`config.mk`:
```
export PLATFORM = sky130hd
export DESIGN_NAME = id_queue_stage
export DESIGN_NICKNAME = d
export VERILOG_FILES = /design/src/rtl/rv32i_types.sv /design/src/rtl/control_rom.sv /design/src/rtl/id_inst_fifo.sv /design/src/rtl/regfile.sv /design/src/rtl/id_queue_stage.sv
export SDC_FILE = /design/constraint.sdc
export NUM_CORES = 2
export LEC_CHECK = 0
export CAP_MARGIN = 20
export CORE_MARGIN = 1
export CORE_UTILIZATION = 25
export DETAILED_ROUTE_END_ITERATION = 8
export SKIP_CTS_REPAIR_TIMING = 1
export SYNTH_ARGS = -nofsm -noshare
export SYNTH_HDL_FRONTEND = slang
export SYNTH_SLANG_ARGS = --single-unit
```
`constraint.sdc`:
```
create_clock -name clk -period 4.32 [get_ports clk]
set_input_delay 0.432 -clock clk [delete_from_list [all_inputs] [get_ports clk]]
set_output_delay 0.432 -clock clk [all_outputs]
set_load 0.05 [all_outputs]
```
`src/rtl/rv32i_types.sv`:
```
// Shared RV32I types: opcodes, the decoded control word, the ID/EX bundle
// and source-operand usage helpers.
package rv32i_types;

   localparam int unsigned XLEN_W = 32;
   localparam int unsigned RA_W_P = 5;

   typedef enum logic [6:0] {
      op_lui   = 7'b0110111,
      op_auipc = 7'b0010111,
      op_jal   = 7'b1101111,
      op_jalr  = 7'b1100111,
      op_br    = 7'b1100011,
      op_load  = 7'b0000011,
      op_store = 7'b0100011,
      op_imm   = 7'b0010011,
      op_reg   = 7'b0110011,
      op_csr   = 7'b1110011
   } rv32i_opcode;

   // An all-zero control word is the bubble encoding on the ID/EX register.
   typedef struct packed {
      rv32i_opcode opcode;
      logic [2:0]  funct3;
      logic [2:0]  alu_fn;
      logic        alu_alt;
      logic        alu_imm;
      logic        load_regfile;
      logic        mem_read;
      logic        mem_write;
   } rv32i_control_word;

   typedef struct packed {
      rv32i_control_word  ctrl;
      logic [XLEN_W-1:0]  rs1_data;
      logic [XLEN_W-1:0]  rs2_data;
      logic [RA_W_P-1:0]  rs1;
      logic [RA_W_P-1:0]  rs2;
      logic [RA_W_P-1:0]  rd;
      logic [XLEN_W-1:0]  inst;
      logic [XLEN_W-1:0]  pc;
      logic               is_branch;
   } id_ex_bundle_t;

   function automatic logic uses_rs1(input rv32i_opcode op);
      return !((op == op_lui) || (op == op_auipc) || (op == op_jal));
   endfunction

   function automatic logic uses_rs2(input rv32i_opcode op);
      return (op == op_br) || (op == op_store) || (op == op_reg);
   endfunction

endpackage

```
`src/rtl/control_rom.sv`:
```
// Opcode/funct decode into the RV32I control word; unknown opcodes decode
// to an all-zero word.
module control_rom
   import rv32i_types::*;
(
   input  rv32i_opcode       opcode,
   input  logic [2:0]        funct3,
   input  logic              funct7_b5,
   output rv32i_control_word ctrl
);

   always_comb begin
      ctrl        = '0;
      ctrl.opcode = opcode;
      ctrl.funct3 = funct3;
      case (opcode)
         op_lui, op_auipc, op_jal, op_jalr: begin
            ctrl.load_regfile = 1'b1;
            ctrl.alu_imm      = 1'b1;
         end
         op_br: ctrl.alu_alt = 1'b1;
         op_load: begin
            ctrl.load_regfile = 1'b1;
            ctrl.mem_read     = 1'b1;
            ctrl.alu_imm      = 1'b1;
         end
         op_store: begin
            ctrl.mem_write = 1'b1;
            ctrl.alu_imm   = 1'b1;
         end
         op_imm: begin
            ctrl.load_regfile = 1'b1;
            ctrl.alu_imm      = 1'b1;
            ctrl.alu_fn       = funct3;
            ctrl.alu_alt      = (funct3 == 3'b101) && funct7_b5;
         end
         op_reg: begin
            ctrl.load_regfile = 1'b1;
            ctrl.alu_fn       = funct3;
            ctrl.alu_alt      = funct7_b5;
         end
         op_csr: ctrl.load_regfile = 1'b1;
         default: ctrl = '0;
      endcase
   end

endmodule

```
`src/rtl/id_inst_fifo.sv`:
```
// Circular instruction queue between fetch and decode; full/empty come from
// the occupancy count, and flush empties it in one edge.
module id_inst_fifo #(
   parameter int unsigned DEPTH = 4,
   parameter int unsigned WIDTH = 64,
   localparam int unsigned PTR_W = $clog2(DEPTH),
   localparam int unsigned CNT_W = $clog2(DEPTH) + 1
) (
   input  logic             clk,
   input  logic             rst,
   input  logic             push,
   input  logic             pop,
   input  logic             flush,
   input  logic [WIDTH-1:0] wdata,
   output logic [WIDTH-1:0] rdata,
   output logic             empty,
   output logic             full,
   output logic [CNT_W-1:0] occupancy
);

   logic [WIDTH-1:0] mem_q [DEPTH];
   logic [WIDTH-1:0] mem_d [DEPTH];
   logic [PTR_W-1:0] wr_ptr_q, wr_ptr_d, rd_ptr_q, rd_ptr_d;
   logic [CNT_W-1:0] count_q, count_d;
   logic             push_ok, pop_ok;

   assign empty     = (count_q == '0);
   assign full      = (count_q == CNT_W'(DEPTH));
   assign occupancy = count_q;
   assign rdata     = mem_q[rd_ptr_q];
   assign push_ok   = push && !full;
   assign pop_ok    = pop && !empty;

   always_comb begin
      mem_d    = mem_q;
      wr_ptr_d = wr_ptr_q;
      rd_ptr_d = rd_ptr_q;
      count_d  = count_q;
      if (flush) begin
         wr_ptr_d = '0;
         rd_ptr_d = '0;
         count_d  = '0;
      end else begin
         if (push_ok) begin
            mem_d[wr_ptr_q] = wdata;
            wr_ptr_d        = wr_ptr_q + PTR_W'(1);
         end
         if (pop_ok) rd_ptr_d = rd_ptr_q + PTR_W'(1);
         count_d = count_q + CNT_W'(push_ok) - CNT_W'(pop_ok);
      end
   end

   always_ff @(posedge clk or negedge rst) begin
      if (!rst) begin
         for (int i = 0; i < DEPTH; i++) mem_q[i] <= '0;
         wr_ptr_q <= '0;
         rd_ptr_q <= '0;
         count_q  <= '0;
      end else begin
         mem_q    <= mem_d;
         wr_ptr_q <= wr_ptr_d;
         rd_ptr_q <= rd_ptr_d;
         count_q  <= count_d;
      end
   end

endmodule

```
`src/rtl/regfile.sv`:
```
// Architectural register file: one write port, two asynchronous read ports,
// x0 hard-wired to zero.
module regfile #(
   parameter int unsigned XLEN     = 32,
   parameter int unsigned NUM_REGS = 32,
   localparam int unsigned RA_W    = $clog2(NUM_REGS)
) (
   input  logic            clk,
   input  logic            rst,
   input  logic            load,
   input  logic [RA_W-1:0] dest,
   input  logic [XLEN-1:0] in,
   input  logic [RA_W-1:0] src_a,
   input  logic [RA_W-1:0] src_b,
   output logic [XLEN-1:0] reg_a,
   output logic [XLEN-1:0] reg_b
);

   logic [XLEN-1:0] data_q [NUM_REGS];
   logic [XLEN-1:0] data_d [NUM_REGS];

   always_comb begin
      data_d = data_q;
      if (load && (dest != '0)) data_d[dest] = in;
   end

   always_ff @(posedge clk or negedge rst) begin
      if (!rst) begin
         for (int i = 0; i < NUM_REGS; i++) data_q[i] <= '0;
      end else begin
         data_q <= data_d;
      end
   end

   assign reg_a = (src_a == '0) ? '0 : data_q[src_a];
   assign reg_b = (src_b == '0) ? '0 : data_q[src_b];

endmodule

```
`src/rtl/id_queue_stage.sv`:
```
// Decode stage: instruction queue, control decode, regfile read with
// write-through, load-use scoreboard and a valid/ready ID/EX register.
module id_queue_stage
   import rv32i_types::*;
#(
   parameter int unsigned DEPTH    = 4,
   parameter int unsigned XLEN     = 32,
   parameter int unsigned NUM_REGS = 32,
   localparam int unsigned RA_W    = $clog2(NUM_REGS)
) (
   input  logic                     clk,
   input  logic                     rst,
   input  logic                     if_valid,
   output logic                     if_ready,
   input  logic [XLEN-1:0]          if_inst,
   input  logic [XLEN-1:0]          if_pc,
   input  logic                     flush,
   input  logic                     wb_load,
   input  logic [RA_W-1:0]          wb_rd,
   input  logic [XLEN-1:0]          wb_data,
   input  logic                     wb_is_load,
   input  logic                     ex_ready,
   output logic                     ex_valid,
   output rv32i_control_word        ex_ctrl,
   output logic [XLEN-1:0]          ex_rs1_data,
   output logic [XLEN-1:0]          ex_rs2_data,
   output logic [RA_W-1:0]          ex_rs1,
   output logic [RA_W-1:0]          ex_rs2,
   output logic [RA_W-1:0]          ex_rd,
   output logic [XLEN-1:0]          ex_inst,
   output logic [XLEN-1:0]          ex_pc,
   output logic                     ex_is_branch,
   output logic [$clog2(DEPTH):0]   occupancy
);

   logic [2*XLEN-1:0] head_data;
   logic [XLEN-1:0]   head_inst, head_pc;
   logic              fifo_empty, fifo_full, push, pop;

   rv32i_opcode       opcode;
   rv32i_control_word head_ctrl;
   logic [RA_W-1:0]   rs1, rs2, rd;
   logic [XLEN-1:0]   rf_a, rf_b, rs1_data, rs2_data;

   logic [NUM_REGS-1:0] sb_q, sb_d, sb_clr, sb_set;
   logic                hazard, issue;

   id_ex_bundle_t ex_q, ex_d;
   logic          ex_valid_q, ex_valid_d;

   // A flushing edge must not admit the younger instruction fetch presents.
   assign if_ready = !fifo_full;
   assign push     = if_valid && if_ready && !flush;
   assign pop      = issue;

   id_inst_fifo #(.DEPTH(DEPTH), .WIDTH(2*XLEN)) u_fifo (
      .clk       (clk),
      .rst       (rst),
      .push      (push),
      .pop       (pop),
      .flush     (flush),
      .wdata     ({if_pc, if_inst}),
      .rdata     (head_data),
      .empty     (fifo_empty),
      .full      (fifo_full),
      .occupancy (occupancy)
   );

   assign {head_pc, head_inst} = head_data;
   assign opcode = rv32i_opcode'(head_inst[6:0]);
   assign rd     = head_inst[7 +: RA_W];
   assign rs1    = head_inst[15 +: RA_W];
   assign rs2    = head_inst[20 +: RA_W];

   control_rom u_rom (
      .opcode    (opcode),
      .funct3    (head_inst[14:12]),
      .funct7_b5 (head_inst[30]),
      .ctrl      (head_ctrl)
   );

   regfile #(.XLEN(XLEN), .NUM_REGS(NUM_REGS)) u_rf (
      .clk   (clk),
      .rst   (rst),
      .load  (wb_load),
      .dest  (wb_rd),
      .in    (wb_data),
      .src_a (rs1),
      .src_b (rs2),
      .reg_a (rf_a),
      .reg_b (rf_b)
   );

   // Same-cycle writeback is visible to the instruction issuing on that edge.
   assign rs1_data = (rs1 == '0) ? '0 : ((wb_load && (wb_rd == rs1)) ? wb_data : rf_a);
   assign rs2_data = (rs2 == '0) ? '0 : ((wb_load && (wb_rd == rs2)) ? wb_data : rf_b);

   always_comb begin
      sb_clr = '0;
      if (wb_load && wb_is_load) sb_clr[wb_rd] = 1'b1;

      hazard = (uses_rs1(opcode) && sb_q[rs1] && !sb_clr[rs1]) ||
               (uses_rs2(opcode) && sb_q[rs2] && !sb_clr[rs2]);
      issue  = !fifo_empty && !hazard && (ex_ready || !ex_valid_q) && !flush;

      sb_set = '0;
      if (issue && (opcode == op_load) && (rd != '0)) sb_set[rd] = 1'b1;
      // Set after clear so a same-edge re-issue of a load keeps the bit.
      sb_d    = (sb_q & ~sb_clr) | sb_set;
      sb_d[0] = 1'b0;
   end

   always_comb begin
      ex_d       = ex_q;
      ex_valid_d = ex_valid_q;
      if (flush) begin
         ex_d       = '0;
         ex_valid_d = 1'b0;
      end else if (issue) begin
         ex_d.ctrl      = head_ctrl;
         ex_d.rs1_data  = rs1_data;
         ex_d.rs2_data  = rs2_data;
         ex_d.rs1       = rs1;
         ex_d.rs2       = rs2;
         ex_d.rd        = rd;
         ex_d.inst      = head_inst;
         ex_d.pc        = head_pc;
         ex_d.is_branch = (opcode == op_br) || (opcode == op_jal) || (opcode == op_jalr);
         ex_valid_d     = 1'b1;
      end else if (ex_ready || !ex_valid_q) begin
         ex_d       = '0;
         ex_valid_d = 1'b0;
      end
   end

   always_ff @(posedge clk or negedge rst) begin
      if (!rst) begin
         sb_q       <= '0;
         ex_q       <= '0;
         ex_valid_q <= 1'b0;
      end else begin
         sb_q       <= sb_d;
         ex_q       <= ex_d;
         ex_valid_q <= ex_valid_d;
      end
   end

   assign ex_valid     = ex_valid_q;
   assign ex_ctrl      = ex_q.ctrl;
   assign ex_rs1_data  = ex_q.rs1_data;
   assign ex_rs2_data  = ex_q.rs2_data;
   assign ex_rs1       = ex_q.rs1;
   assign ex_rs2       = ex_q.rs2;
   assign ex_rd        = ex_q.rd;
   assign ex_inst      = ex_q.inst;
   assign ex_pc        = ex_q.pc;
   assign ex_is_branch = ex_q.is_branch;

endmodule
```
Word level (Yosys, flattened, before mapping)
Index checks and enable logic that the tools add are counted.
Widths: inputs -> output; s select.
Word-level totals
  output and inout port bits: 167
  input port bits: 108
  register bits: 1481
  logic and storage cells: 199
Operators by class
  equal/unequal tests: 14
  multiplexer cells: 51
  add/sub/neg operators: 4
  reduce and logical (&&, ||, !) cells: 51
  magnitude comparators: 13
  bitwise operators: 9
Operators by type and width (count)
  $bwmux 1024: 1
  $mux 162: 3
  $mux 32: 11
  $bmux 32 s5: 2
  $bwmux 256: 1
  $mux 64: 3
  $demux 32 s5: 1
  $bmux 64 s2: 1
  $demux 64 s2: 1
  $and 32x32->32: 1
  $not 32->32: 1
  $or 32x32->32: 1
  $eq 7x7->1 const B: 4
  $lt 5x6->1 const B: 4
  $logic_and 1x1->1: 22
  $eq 7x6->1 const B: 3
  $bmux 1 s5: 4
  $ge 6x6->1 const B: 3
  $not 5->6: 3
  $eq 7x5->1 const B: 2
  $mux 1: 13
  $demux 1 s5: 2
  $eq 5x5->1: 2
  $ge 5x1->1 const B: 2
  26 further kinds: 51

Logic depth before layout (Yosys ltp)
  depth in word-level cells: 19
  mapped depth: 20
  depth with buffers taken out: 16

Modules after synthesis
A second synthesis with hierarchy kept.
Unflattened totals
  cell total of the unflattened synthesis: 5050
  area, all modules: 75976.6 µm²
By module, submodules not included
  regfile: cells an instance 3619, times used 1, area each 54437.2 µm², seq. area each 25624.6 µm²
  id_inst_fifo: cells an instance 666, times used 1, area each 12734.7 µm², seq. area each 6581.3 µm²
  id_queue_stage: cells an instance 729, times used 1, area each 8572.0 µm², seq. area each 4479.3 µm²
  control_rom: cells an instance 36, times used 1, area each 232.7 µm², seq. area each 0.0 µm²

Worst setup path after synthesis
No wires, ideal clock.
  path type: input port to flip-flop
  start: input port wb_rd[0]
  end: register u_fifo.count_q[2], in the netlist u_fifo.occupancy[2]
  arrival time: 3.917 ns
  path buffers: 3
  cell stages on the path: 19
  setup time: 0.131 ns
  setup slack: 0.272 ns
  path through: buf_2 -> or4bb_1 -> clkbuf_1 -> mux2i_1 -> a21oi_1 -> o311ai_1 -> o31ai_1 -> a32oi_2 -> nand3_2 -> inv_2 -> buf_2 -> ha_1 -> inv_1 -> ha_1 -> inv_1 -> fa_1 -> xor2_1 -> xnor2_1 -> nor2_1
On the way
  longest elaborated chain between the ends: 17
  elaborated cells between the ends (all ways): 22
  those cells by class: add/sub (1); order compare (2); mux (8); reduce/logical (11)
Ends and longest elaborated chain
  start: declaration: line id_queue_stage.sv:19  | input logic [RA_W-1:0] wb_rd,
  $lt 5x6->1 (implied by the code) / $ge 5x1->1 (equally long branches): line id_queue_stage.sv:100  | if (wb_load && wb_is_load) sb_clr[wb_rd] = 1'b1;
  $logic_and 1x1->1 (implied by the code): line id_queue_stage.sv:100
  $mux 1 (implied by the code): line id_queue_stage.sv:100
  $demux 1 s5 *: line id_queue_stage.sv:100
  $mux 32 *: line id_queue_stage.sv:100
  $bmux 1 s5, on equally long branches: line id_queue_stage.sv:102, id_queue_stage.sv:103
  $mux 1, on equally long branches: line id_queue_stage.sv:102, id_queue_stage.sv:103
  $logic_not 1->1, on equally long branches: line id_queue_stage.sv:102, id_queue_stage.sv:103
  $logic_and 1x1->1, on equally long branches: line id_queue_stage.sv:102, id_queue_stage.sv:103
  $logic_or 1x1->1 *: line id_queue_stage.sv:102  | hazard = (uses_rs1(opcode) && sb_q[rs1] && !sb_clr[rs1]) ||
  $logic_not 1->1 *: line id_queue_stage.sv:104  | issue = !fifo_empty && !hazard && (ex_ready || !ex_valid_q) && !flush;
  $logic_and 1x1->1 * (3 in series): line id_queue_stage.sv:104
  $logic_and 1x1->1 *: line id_inst_fifo.sv:32  | assign pop_ok = pop && !empty;
  $sub 3x1->3 *: line id_inst_fifo.sv:49  | count_d = count_q + CNT_W'(push_ok) - CNT_W'(pop_ok);
  $mux 3 *: line id_inst_fifo.sv:39  | if (flush) begin
  via u_fifo.count_d[2]: line id_inst_fifo.sv:24  | logic [CNT_W-1:0] count_q, count_d;
  end signal: assignment: line id_inst_fifo.sv:63  | count_q <= count_d;
  end: declaration: line id_inst_fifo.sv:24
The timed path passes the listed nets; every way through them passes the cells marked *. The select of a mux whose other input is x is not followed.
A chain may end at the register's enable or synchronous reset.

Final worst setup path
  start: register u_fifo.rd_ptr_q[0]
  end: register ex_q (netlist bit ex_rs1_data[16])
On the way
  longest elaborated chain between the ends: 17
  elaborated cells between the ends (all ways): 46
  those cells by class: eq/ne (7); mux (18); bitwise (2); reduce/logical (19)
Ends and longest elaborated chain
  start: declaration: line id_inst_fifo.sv:23  | logic [PTR_W-1:0] wr_ptr_q, wr_ptr_d, rd_ptr_q, rd_ptr_d;
  start signal: assignment: line id_inst_fifo.sv:62  | rd_ptr_q <= rd_ptr_d;
  $not 2->3 (implied by the code) *: line id_inst_fifo.sv:30  | assign rdata = mem_q[rd_ptr_q];
  $bmux 64 s2 *: line id_inst_fifo.sv:30
  $mux 64 (implied by the code) * (2 in series): line id_inst_fifo.sv:30
  branches (longest 13 deep; another with $mux 162)
  end signal: assignment: line id_queue_stage.sv:139  | ex_q <= '0;
  end signal: assignment: line id_queue_stage.sv:143  | ex_q <= ex_d;
  end: declaration: line id_queue_stage.sv:48  | id_ex_bundle_t ex_q, ex_d;
Every way passes the cells marked *. The select of a mux whose other input is x is not followed.

==> implementation parameters <==
Parameter                              Value

Cells and area
  Layout cells sized above 1    27.41%
  Post-layout instance area    0.09123 mm2
  Area Growth Syn to Fin    19.04%
  Final-stage net count    7,286
  Core Util, Final    30.03%

Synth
  Gate count of the mapped netlist    7,140
  EDFF count, synth    0
  Largest family of logic cells by synthesized area    multiplexers
  Post-synthesis cell area    0.07663 mm2
  Area fraction of the dominant cell type after synthesis    47.87%
  Sequential area share after synthesis    47.87%
  Async set or reset register ratio after synthesis    100.0%
  Xor-xnor portion of the synthesized cell area    0.1486%
  Commonest register cell after synthesis    dfrtp_1
  Most common cell in the synthesized netlist    nand2_1
  Post-synthesis net count    7,255
  Leading post-synthesis cells by instance count    nand2_1 (1,575), dfrtp_1 (1,466), mux2_2 (1,245), clkbuf_1 (535), and3_1 (321)
  Simple-gate area share of the yosys netlist    14.00%
  Synth Register Bits    1,466
  Multiplexer share of the synthesized area    24.09%
  Post-Synth Adder-Cell Area    0.1241%
  Biggest area consumer among synthesized cells    dfrtp_1
  Compound-gate portion of the synthesized area    9.718%
  Warnings, synthesis    0
  Dominant cells by area after synthesis    dfrtp_1 (48%), mux2_2 (18%), nand2_1 (7.7%)
  Post-synthesis area per instance    10.73 um2
  Count of cell types in the netlist    65

CTS
  Maximum clock insertion buffer count    3
  Skew-Pair Late Insertion Delay    840 ps
  CTS sink count    1,466
  Clock Tree Root    clkbuf_16
  Num CTS Buffers    159
  Depth of the CTS H-tree    4
  CTS tree    done
  Clock transition at the registers of the reported paths    70 ps

Setup path
  Critical path data arrival time    4920 ps
  Reg2reg setup slack    120 ps
  Buffers & Inverters on Critical Path    4
  CP cell instances    buf_6 -> mux4_4 -> buf_4 -> buf_12 -> mux2i_1 -> a211oi_1 -> nor4_1 -> a31oi_1 -> buf_4 -> a32o_1
  Critical path required time    5040 ps
  Biggest fanout along the worst timing path    164
  Crit-path most repeated cell    buf_4
  Launching point of the worst reg2reg path    u_fifo.rd_ptr_q[0]
  CP peak stage delay    680 ps
  Crit-path leading delay family    buffers and inverters
  Kind of critical path    reg2reg
  Critical path origin    u_fifo.rd_ptr_q[0]
  Crit-path slowest cell    buf_12
  Worst Setup Start Kind    register
  Endpoint type of the worst setup path    register

Floorplanning
  Die Ht    555.7 um
  Placeable core area    0.3038 mm2
  Number of top-level pins    275
  Initial core utilization    25.23%
  Area enclosed by the die boundary    0.3088 mm2
  Overall die width    555.7 um
  FP Rows    202

Outcome
  Run status    completed

STA
  Fin. Hold Viols    0
  Achievable clock frequency    238.4 MHz
  Headroom to the max-slew limit    25.39%
  Final setup violation count    0
  Transition at the pin with the smallest max-transition slack    1116 ps
  Total count of max-transition violations in the final report    0
  Layout Skew    49.64 ps
  RSZ-0062 raised after global routing    no
  Fin worst setup slack    124.9 ps
  Hold_ws    193.6 ps
  Share of the clock period used by the worst path    97.11%
  Final critical path time including I/O delays and setup    4195 ps

Power and ir drop
  Power Dens Cells    759.1 mW/mm2
  Leak Pwr    0.03860 uW
  Pwr Total    69,250 uW
  Worst ir drop on vdd    993.8 uV

GRT
  Pin count of the biggest net entering global routing    181
  First-pass GRT wire length    418,800 um
  Total Routing Usage GR    18.02%
  Via count of the first global-routing pass    60,840
  Initial antenna violation count    34
  Sum of overflow across all layers after global routing    0

Drt
  Total routed wirelength    286,300 um
  Detailed router's first-iteration violation count    6,562
  Routed len/inst    25.15 um
  Vias after detailed routing    61,010
  Average vias per placed instance    5.360
  Pre-Repair DR Iteration Count    6
  DRC violations left    0
  Remaining antenna violation count after routing    0

Place
  HPWL Detailed    164,200 um
  Instance area at placement    0.08521 mm2
  Worst setup slack before clock tree synthesis    9.505 ps
  Routability cong.    0.8502
  Port Buffers    274

Hold path
  Class of the tightest hold or removal check    in2reg
  HP Start    if_valid

Job
  Number of max-cap violations    0
-- state kept, by name (all words and copies together), names as in the netlist, 18 cells and up --
signal        flops
ex_pc            32
ex_inst          20
ex_ctrl          18
ex_rs2_data      32
u_fifo.mem_q    256
sb_q             31
u_rf.data_q    1024
ex_rs1_data      32
-- report_power, final --
| part | total [uW] | internal (uW) | switching, uW |
|---|---|---|---|
| registers | 19300 | 17000 | 2310 |
| clock network | 14200 | 8080 | 6170 |
| logic | 35700 | 13000 | 22700 |
| total | 69200 | 38000 | 31200 |
-- worst min-delay path: stages --
cell	delay (ps)
clkdlybuf4s50_1	430
nand3_1	80
a21oi_1	60
-- metrics by stage --
stage	cells	TNS (ps)
global placement	11060	-183.0
global route	11380	0
CTS	11350	0
detailed placement	11070	0
finish	11380	0
floorplan	7140	0
-- cells by family (layout without fill, tap and decap cells) --
logic type	Yosys count	count (layout)
DFF	1466	1466
AOI/OAI and AO/OA	953	953
other	0	9
and+or+nand+nor	2346	2346
adders and majority gates	7	7
xor gates and xnor gates	13	13
muxes	1608	1608
buffers and inverters	747	900
-- final cells by class --
type,count,area [um2]
Timing Repair Buffer,601,6681
Antenna cell,9,22.52
Sequential cell,1466,36690
Tap cell,4080,5105
Clock inverter,59,813.3
Clock buffer,224,4614
Inverter,16,60.06
Fill cell,30950,212600
Multi-Input combinational cell,4927,37240
-- path summary, 6_finish.rpt --
kind                                      end  cells past startpoint
setup / recovery              ex_rs1_data[16]                     10
hold / removal             u_fifo.wr_ptr_q[1]                      3
setup reg to reg              ex_rs1_data[16]                     10
hold reg to reg             u_rf.data_q[1012]                      0
max in group asynchronous      ex_rs2_data[4]                      3
min in group asynchronous     ex_rs2_data[23]                      2
-- per-layer routing --
layer	up-vias	global-route usage [%]	wire length, um
li1	25840	-	-
met1	31490	23.97	119700
met2	2936	27.89	128200
met3	721	3.960	25080
met4	26	8.052	13160
met5	-	0	157
-- layout by cell type, fill, tap and decap left out, types with 31 or more instances in the layout --
master	instances
a32oi_1	31
dfrtp_1	1464
mux4_2	60
and3_1	319
clkdlybuf4s50_1	273
nor4_1	64
nand3_1	94
mux2i_1	297
nor2_1	55
a211oi_1	201
mux2_2	1241
clkbuf_8	37
o21ai_0	80
a32o_1	102
o21ai_1	31
a22o_1	59
clkbuf_16	165
buf_12	88
a311oi_1	219
nor4b_2	31
buf_4	211
nor2b_1	100
a31oi_1	131
a221o_1	34
nand2_1	1559
Power figures use the tool's default switching activity.
